--- config.mk ---
export PLATFORM = sky130hd
export DESIGN_NAME = p_feed
export DESIGN_NICKNAME = d
export VERILOG_FILES = /design/src/rtl/p_pkg.sv /design/src/rtl/p_blk_asm.sv /design/src/rtl/p_feed.sv
export SDC_FILE = /design/constraint.sdc
export NUM_CORES = 1
export LEC_CHECK = 0
export ABC_AREA = 1
export CORE_MARGIN = 8
export CORE_UTILIZATION = 25
export CTS_CLUSTER_SIZE = 16
export DETAILED_ROUTE_END_ITERATION = 16
export GPL_TIMING_DRIVEN = 0
export PLACE_DENSITY = 0.49
export SYNTH_ARGS = -nofsm -noshare
export SYNTH_HDL_FRONTEND = slang
export SYNTH_SLANG_ARGS = --single-unit
--- constraint.sdc ---
create_clock -name i_clk -period 2.25 [get_ports i_clk]
set_clock_uncertainty 0.2 [all_clocks]
set_input_delay 0.45 -clock i_clk [delete_from_list [all_inputs] [get_ports i_clk]]
set_output_delay 0.45 -clock i_clk [all_outputs]
set_load 0.03 [all_outputs]
--- src/rtl/p_pkg.sv ---
// p_pkg: shared types and constants for the Poly1305 key/message feeder.
//   state_t      feeder FSM states
//   WORD_W       upstream word width
//   BLK_W        block / key-half width handed to the tag engine
//   KEY_WORDS    words per 128-bit block
//   byte_mask()  keeps the low n bytes (1..4) of a word
package p_pkg;

   localparam int unsigned WORD_W    = 32;
   localparam int unsigned BLK_W     = 128;
   localparam int unsigned KEY_WORDS = 4;
   localparam int unsigned LEN_W     = 32;
   localparam int unsigned CNT_W     = 3;
   localparam int unsigned NB_W      = 3;

   typedef enum logic [2:0] {
      IDLE = 3'd0,
      LDR  = 3'd1,
      STRT = 3'd2,
      LDS  = 3'd3,
      WTS  = 3'd4,
      LDM  = 3'd5,
      WTM  = 3'd6,
      WDN  = 3'd7
   } state_t;

   // Mask that keeps the first nbytes little-endian bytes of a word.
   function automatic logic [WORD_W-1:0] byte_mask(input logic [NB_W-1:0] nbytes);
      logic [WORD_W-1:0] m;
      case (nbytes)
         NB_W'(1): m = 32'h0000_00FF;
         NB_W'(2): m = 32'h0000_FFFF;
         NB_W'(3): m = 32'h00FF_FFFF;
         default:  m = 32'hFFFF_FFFF;
      endcase
      return m;
   endfunction

endpackage

--- src/rtl/p_blk_asm.sv ---
// p_blk_asm: assembles up to four 32-bit words into one 128-bit block.
//   clk     clock
//   rst     synchronous active-high reset
//   clr     zero the block and the word index
//   wr      write data into the next free word slot
//   data    incoming word (little-endian bytes)
//   nbytes  valid bytes in data (1..4); the rest are zeroed
//   blk     assembled block, word k at bits 32k+31:32k
//   cnt     words loaded so far (0..4)
module p_blk_asm
   import p_pkg::*;
(
   input  logic              clk,
   input  logic              rst,
   input  logic              clr,
   input  logic              wr,
   input  logic [WORD_W-1:0] data,
   input  logic [NB_W-1:0]   nbytes,
   output logic [BLK_W-1:0]  blk,
   output logic [CNT_W-1:0]  cnt
);

   logic [BLK_W-1:0] blk_q;
   logic [CNT_W-1:0] cnt_q;
   logic [6:0]       base_c;

   // Bit offset of the next word slot: 32 * index.
   assign base_c = {cnt_q[1:0], 5'b0_0000};

   // Slots never written stay zero, giving the zero fill of a short final block.
   always_ff @(posedge clk) begin
      if (rst || clr) begin
         blk_q <= '0;
         cnt_q <= '0;
      end else if (wr && (cnt_q != CNT_W'(KEY_WORDS))) begin
         blk_q[base_c +: WORD_W] <= data & byte_mask(nbytes);
         cnt_q                   <= cnt_q + CNT_W'(1);
      end
   end

   assign blk = blk_q;
   assign cnt = cnt_q;

endmodule

--- src/rtl/p_feed.sv ---
// p_feed: feeds r, s and the message blocks of one job to a Poly1305 tag engine.
//   i_clk, i_rst              clock, synchronous active-high reset
//   i_cmd_start, i_cmd_len    job start pulse and byte length
//   i_wr_valid/i_wr_data      upstream word stream, o_wr_ready handshake
//   o_start, o_len_msg        engine start pulse with r on o_msg and the length
//   o_en_msg, o_msg           engine data pulse with s or a message block
//   i_rqst_msg, i_done        engine block request and tag-complete pulses
//   o_busy, o_err             job in progress, zero-length command pulse
module p_feed
   import p_pkg::*;
(
   input  logic              i_clk,
   input  logic              i_rst,
   input  logic              i_cmd_start,
   input  logic [LEN_W-1:0]  i_cmd_len,
   input  logic              i_wr_valid,
   input  logic [WORD_W-1:0] i_wr_data,
   output logic              o_wr_ready,
   output logic              o_start,
   output logic [LEN_W-1:0]  o_len_msg,
   output logic              o_en_msg,
   output logic [BLK_W-1:0]  o_msg,
   input  logic              i_rqst_msg,
   input  logic              i_done,
   output logic              o_busy,
   output logic              o_err
);

   state_t            state_q, state_d;
   logic [LEN_W-1:0]  len_q;
   logic [LEN_W-1:0]  rem_q;
   logic              flag_q;
   logic              err_q;

   logic [BLK_W-1:0]  blk;
   logic [CNT_W-1:0]  cnt;

   logic              ready_c;
   logic              start_c;
   logic              en_c;
   logic              accept_c;
   logic              last_word_c;
   logic              clr_c;
   logic              job_ok_c;
   logic              rqst_ok_c;
   logic [NB_W-1:0]   nbytes_c;

   assign job_ok_c  = i_cmd_start && (i_cmd_len != '0);
   assign accept_c  = i_wr_valid && ready_c;
   assign rqst_ok_c = i_rqst_msg && (state_q != IDLE) && (state_q != WDN);

   // Key words are always whole; a message word carries at most the bytes still owed.
   assign nbytes_c = ((state_q != LDM) || (rem_q >= LEN_W'(4))) ? NB_W'(4) : rem_q[NB_W-1:0];

   // Word being accepted completes the buffer: fourth slot, or the job's final message word.
   assign last_word_c = (cnt == CNT_W'(KEY_WORDS - 1)) ||
                        ((state_q == LDM) && (rem_q <= LEN_W'(4)));

   // Buffer is emptied once its contents have been handed over, and held empty while idle.
   assign clr_c = start_c || en_c || (state_q == IDLE);

   p_blk_asm u_blk_asm (
      .clk    (i_clk),
      .rst    (i_rst),
      .clr    (clr_c),
      .wr     (accept_c),
      .data   (i_wr_data),
      .nbytes (nbytes_c),
      .blk    (blk),
      .cnt    (cnt)
   );

   // State register.
   always_ff @(posedge i_clk) begin
      if (i_rst) state_q <= IDLE;
      else       state_q <= state_d;
   end

   // Next-state logic; leaving a load state on the accepting edge gives one-cycle latency to o_en_msg.
   always_comb begin
      state_d = state_q;
      case (state_q)
         IDLE: if (job_ok_c)                state_d = LDR;
         LDR:  if (accept_c && last_word_c) state_d = STRT;
         STRT:                              state_d = LDS;
         LDS:  if (accept_c && last_word_c) state_d = WTS;
         WTS:  if (en_c)                    state_d = LDM;
         LDM:  if (accept_c && last_word_c) state_d = WTM;
         WTM:  if (en_c)                    state_d = (rem_q != '0) ? LDM : WDN;
         WDN:  if (i_done)                  state_d = IDLE;
         default:                           state_d = IDLE;
      endcase
   end

   // Output decode; WTS/WTM are only entered with a full buffer.
   always_comb begin
      ready_c = 1'b0;
      start_c = 1'b0;
      en_c    = 1'b0;
      case (state_q)
         LDR, LDS: ready_c = (cnt < CNT_W'(KEY_WORDS));
         LDM:      ready_c = (cnt < CNT_W'(KEY_WORDS)) && (rem_q != '0);
         STRT:     start_c = 1'b1;
         WTS, WTM: en_c    = flag_q;
         default:  ;
      endcase
   end

   // Sticky request: a new request wins over the clear from the pulse it follows.
   always_ff @(posedge i_clk) begin
      if (i_rst) flag_q <= 1'b0;
      else       flag_q <= (flag_q && !en_c) || rqst_ok_c;
   end

   // Job length and bytes still to be loaded from the message stream.
   always_ff @(posedge i_clk) begin
      if (i_rst) begin
         len_q <= '0;
         rem_q <= '0;
      end else if ((state_q == IDLE) && job_ok_c) begin
         len_q <= i_cmd_len;
         rem_q <= i_cmd_len;
      end else if ((state_q == LDM) && accept_c) begin
         rem_q <= rem_q - LEN_W'(nbytes_c);
      end
   end

   // Zero-length command pulse; commands during a job are ignored.
   always_ff @(posedge i_clk) begin
      if (i_rst) err_q <= 1'b0;
      else       err_q <= (state_q == IDLE) && i_cmd_start && (i_cmd_len == '0);
   end

   assign o_wr_ready = ready_c;
   assign o_start    = start_c;
   assign o_en_msg   = en_c;
   assign o_msg      = (start_c || en_c) ? blk : '0;
   assign o_len_msg  = len_q;
   assign o_busy     = (state_q != IDLE);
   assign o_err      = err_q;

endmodule

# After elaboration in Yosys (flattened, before gate mapping)
# Cells that the tools add are included.
# word_totals
ff_bits,200
inputBits,70
output_inout_bits,165
word_cells,86
# classes
add_sub_neg,3
n_lt_le_gt_ge,3
eq_ne,21
shifts,2
muxes,20
bitwise_logic,1
n_reduce_logical,29
# ops
cell,n
bitwise mux 128 bit,1
two-way mux 128 bit,1
two-way mux 32 bit,4
variable shift 32 x 9 -> 128 bit (first input constant),1
indexed part select 32 x 9 -> 128 bit,1
one-hot mux 32 bit (3 select lines),1
nonzero test 32 bit,2
AND 32 bit,1
greater-or-equal comparator 32 x 3 -> 1 bit (second input constant),1
<= comparator 32 x 3 -> 1 bit (second input constant),1
logical NOT 32 bit,1
subtractor 32 x 3 -> 32 bit,1
two-way mux 3 bit,8
one-hot mux 3 bit (8 select lines),1
== test 3 x 2 -> 1 bit (second input constant),5
logical AND 1 bit,13
== test 3 bit (second input constant),4
inequality test 2 bit (second input constant),6
inequality test 3 bit (second input constant),3
negator 7 -> 9 bit,1
AND reduction 7 bit,1
== test 3 x 1 -> 1 bit (second input constant),2
logical OR 1 bit,6
OR reduction 2 bit,2
other kinds (10),11

# Logic depth before layout (Yosys ltp)
# logic_depth
word_depth,10
mapped_depth,18
depth_no_buf,18

# Cells and area by module
# A second synthesis with hierarchy kept.
# unflattened
hier_cells,1532
hier_area_um2,10142.2
# by_module_without_submodules
mod,instances,cells_each,area_each_um2,seq_area_each_um2
p_blk_asm,1,639,5096.1,2622.5
p_feed,1,893,5046.1,1381.3

# Worst setup path after synthesis
# Ideal clock, no wire load.
# synth_path
path_type,flip-flop to output port
startpoint,register state_q[0]
endpoint,output o_msg[107]
arrival_ns,2.030
required_time_ns,1.600
path_slack_ns,-0.430
stages_incl_launch_ff,10
path_buffers,2
path_cell_list,dfxtp_1 inv_1 nand2_1 nor2_1 inv_1 o21ai_0 inv_1 clkbuf_1 clkbuf_1 nor2_1
# synth_between
elab_cells_between_ends,8
cone_classes,eq/ne: 3; mux: 3; reduce/logical: 2
# synth_lines
item,line_no,rtl
"start, declared",p_feed.sv:29,"state_t state_q, state_d;"
"start signal, assigned",p_feed.sv:76,else state_q <= state_d;
== test 3 x 2 -> 1 bit,p_feed.sv:100,case (state_q)
two-way mux 1 bit,p_feed.sv:100,
named net o_start,p_feed.sv:19,"output logic o_start,"
logical OR 1 bit,p_feed.sv:137,assign o_msg = (start_c || en_c) ? blk : '0;
two-way mux 128 bit,p_feed.sv:137,
"end, declared",p_feed.sv:22,"output logic [BLK_W-1:0] o_msg,"
# The timed path passes the listed nets, and every way through them passes these cells.

# Worst setup path after layout
# layout_path
startpoint,register state_q[0]
endpoint,output o_msg[95]
# layout_between
elab_chain_len,5
elab_cells_between_ends,8
cone_classes,eq/ne: 3; mux: 3; reduce/logical: 2
# layout_lines
item,line_no
== test 3 bit,p_feed.sv:100
OR reduction 2 bit,p_feed.sv:100
two-way mux 1 bit,p_feed.sv:100
logical OR 1 bit (*),p_feed.sv:137
two-way mux 128 bit (*),p_feed.sv:137
# Every way passes the cells marked *; elsewhere a longest branch is shown, timed or not.

==> metrics <==
Starting Density=25.3%; CTS max path bufs=2; Antenna Diode Count=0; H-tree level count=4; Worst Setup Start Kind=flip-flop; uppermost routed layer=met4; Post-synth top flop=dfxtp_1; mapped cell area=0.0100 mm^2; Worst Hold Endpoint=o_len_msg[21]; # rows=73; # Max-Cap Violations=0; number of global-route vias before repair=10711; part of the cycle the worst path needs=114%; Fin Hold WS=0.107 ns; metal2 WL=20200 um; Final Max Slew Viols=0; CP endpoint kind=output port; layout cells sized above 1=37.9%; Post-DP Area=0.0133 mm^2; Final Worst Setup Slack=-0.311 ns; fin area=0.0173 mm^2; r2r setup slk=-0.04 ns; CTS tree=built; via count=11220; Post-Route WL=43100 um; DIE AREA=0.0468 mm^2; Synth top cells by count=nand2_1, inv_1, nor2_1, dfxtp_1, a21oi_1; met1 WL=19400 um; EDFF count, synth=0; status=finished, violations left; total power density per cell area=853 mW/mm^2; Synth Register Bits=200; antenna violations before repair=0; Seq/Total Area, Yosys=39.9%; nets@finish=1984; Worst Hold Class=primary input to flip-flop; worst reg2reg startpoint=state_q[0]; Min Clock Period, post-route=2.56 ns; Antenna Nets Post-Route=0; Setup violations, final=159; Worst-Skew Late Latency=0.45 ns; area grow syn2layout=72.0%; Required @ worst endpoint=1.60 ns; # DRC=0; CP max FO=10; Hold Fails Final Rpt=0; fmax=391 MHz; largest net degree at the start of global routing=22; CP arrival=1.91 ns; hold path start=i_cmd_len[21]; synth top area cells=dfxtp_1, nand2_1, a21oi_1, inv_1, nor2_1; maximum vdd drop=0.631 mV; # port buffers=234; WL/cell=17.6 um; total global routing overflow=0; syn nets=1636; drt initial violations=678; Synth top area share=39.9%; RR Endpoint=u_blk_asm.blk[68]; Reg2Reg Depth=14; Synth area leader=dfxtp_1; failing checks=setup timing; Final Wtd Congestion=0.903; Syn Inst Count=1558; WHS Path Cells=3; clock transition at the registers of the reported paths=0.08 ns; FFs w/ async S/R, synth=0%; Syn Area/Cell=6.44 um^2; clock sink count=200; total core area=0.0397 mm^2; first-pass GRT wire length=62400 um; total CTS buffers=17; max_slew headroom=42.2%; drt first pass iters=5; Leak=6.63 nW; GRT Util Overall=17.1%; Root Buffer Master=clkbuf_16; WL met3=2540 um; synthesis warning total=0; Die Height=216 um; io pins=235; die width=216 um; Via-to-Cell Ratio=4.59; DP HPWL=31000 um; Least-Margin Pin Slew=0.867 ns; filler cell count in the final layout=4039; Netlist cell types=37; count leader, synth=nand2_1; RSZ-0062 raised after global routing=true; kind of critical path=flip-flop to output port
[per-stage QoR]
stage	TNS [ns]	cells	total power, W	setup WS [ns]	utilization [%]
after detailed placement	-324.11	2317	0.00880	-1.59	33.4
after CTS	-43.68	2398	0.0136	-0.322	39.5
after global placement	-324.02	2317	0.00877	-1.59	33.4
after floorplan	-15.83	1558	0.00723	-0.167	-
final	-33.71	2444	0.0147	-0.311	43.4
after global routing	-55.74	2444	0.0155	-0.399	43.4
[cells in the final DEF (no fill, tap or decap), types with 60 or more instances in the layout]
cell type	instances
a21oi_1	124
a21oi_2	60
buf_4	78
buf_6	133
clkdlybuf4s50_1	73
dfxtp_1	169
inv_1	228
nand2_1	350
nor2_1	76
nor2_4	97
[report_power, final]
| part | leakage, nW | total, W | internal, W | switching [W] |
|---|---|---|---|---|
| Sequential | 1.64 | 0.00420 | 0.00389 | 0.000308 |
| Combinational | 4.69 | 0.00734 | 0.00286 | 0.00448 |
| Clock | 0.293 | 0.00319 | 0.00151 | 0.00168 |
[flip-flops by register name (all words and copies together) (netlist names)]
signal	count
u_blk_asm.blk	128
state_q	3
rem_q	32
flag_q	1
o_err	1
o_len_msg	32
u_blk_asm.cnt	3
[worst max-delay path by stage]
stage / start / cells past startpoint / to / slack, ns
finish: state_q[0] / 10 / o_msg[95] / -0.31
global route: state_q[0] / 10 / o_msg[71] / -0.40
CTS: state_q[2] / 8 / o_msg[19] / -0.32
detailed placement: i_cmd_len[31] / 12 / rem_q[20] / -1.59
global placement: i_cmd_len[31] / 12 / rem_q[20] / -1.59
floorplan: state_q[0] / 9 / o_msg[10] / -0.17
[worst max-delay path, stage by stage (launching register included)]
cell       delay (ns)
dfxtp_4          0.36
inv_4            0.09
nand2_4          0.06
nor2_4           0.08
inv_2            0.05
o21ai_4          0.08
inv_6            0.09
clkbuf_16        0.18
clkbuf_8         0.17
nor2_1           0.11
buf_4            0.18
[final cells by class]
type	count	area (um^2)	share of cell area, %
plain buffers	76	805	4.66
clock buffers	17	425	2.46
clock inverters	15	174	1.01
repair buffers	334	3660	21.2
well taps	525	657	3.81
multi-input cells	1028	6470	37.5
inverters	248	980	5.68
repair inverters	1	8.76	0.0507
flip-flops and latches	200	4080	23.7
[routing by layer]
layer | global-route usage [%] | vias to the layer above
met2 | 27.4 | 337
met4 | 5.46 | 0
met3 | 3.84 | 44
met1 | 22.6 | 5326
met5 | 0 | -
li1 | - | 5513
[cell families after synthesis]
group                      count (synthesis)  share of synthesized area [%]
AOI/OAI and AO/OA                        221                           11.5
xor gates and xnor gates                  10                          0.873
adders and majority gates                  8                          0.997
buffers and inverters                    330                           12.9
DFF                                      200                           39.9
other                                      1                         0.0374
and+or+nand+nor                          788                           33.8
[what timing repair did]
| item | in CTS | in global routing |
|---|---|---|
| gates cloned | 18 | 9 |
| setup buffers | 32 | 42 |
| hold buffers | 0 | 0 |
| endpoints found under the setup margin | 330 | 328 |
| gates resized for setup | 1226 | 362 |
| pin swaps | 23 | 55 |
No activity file was read; power rests on OpenSTA's default activity.
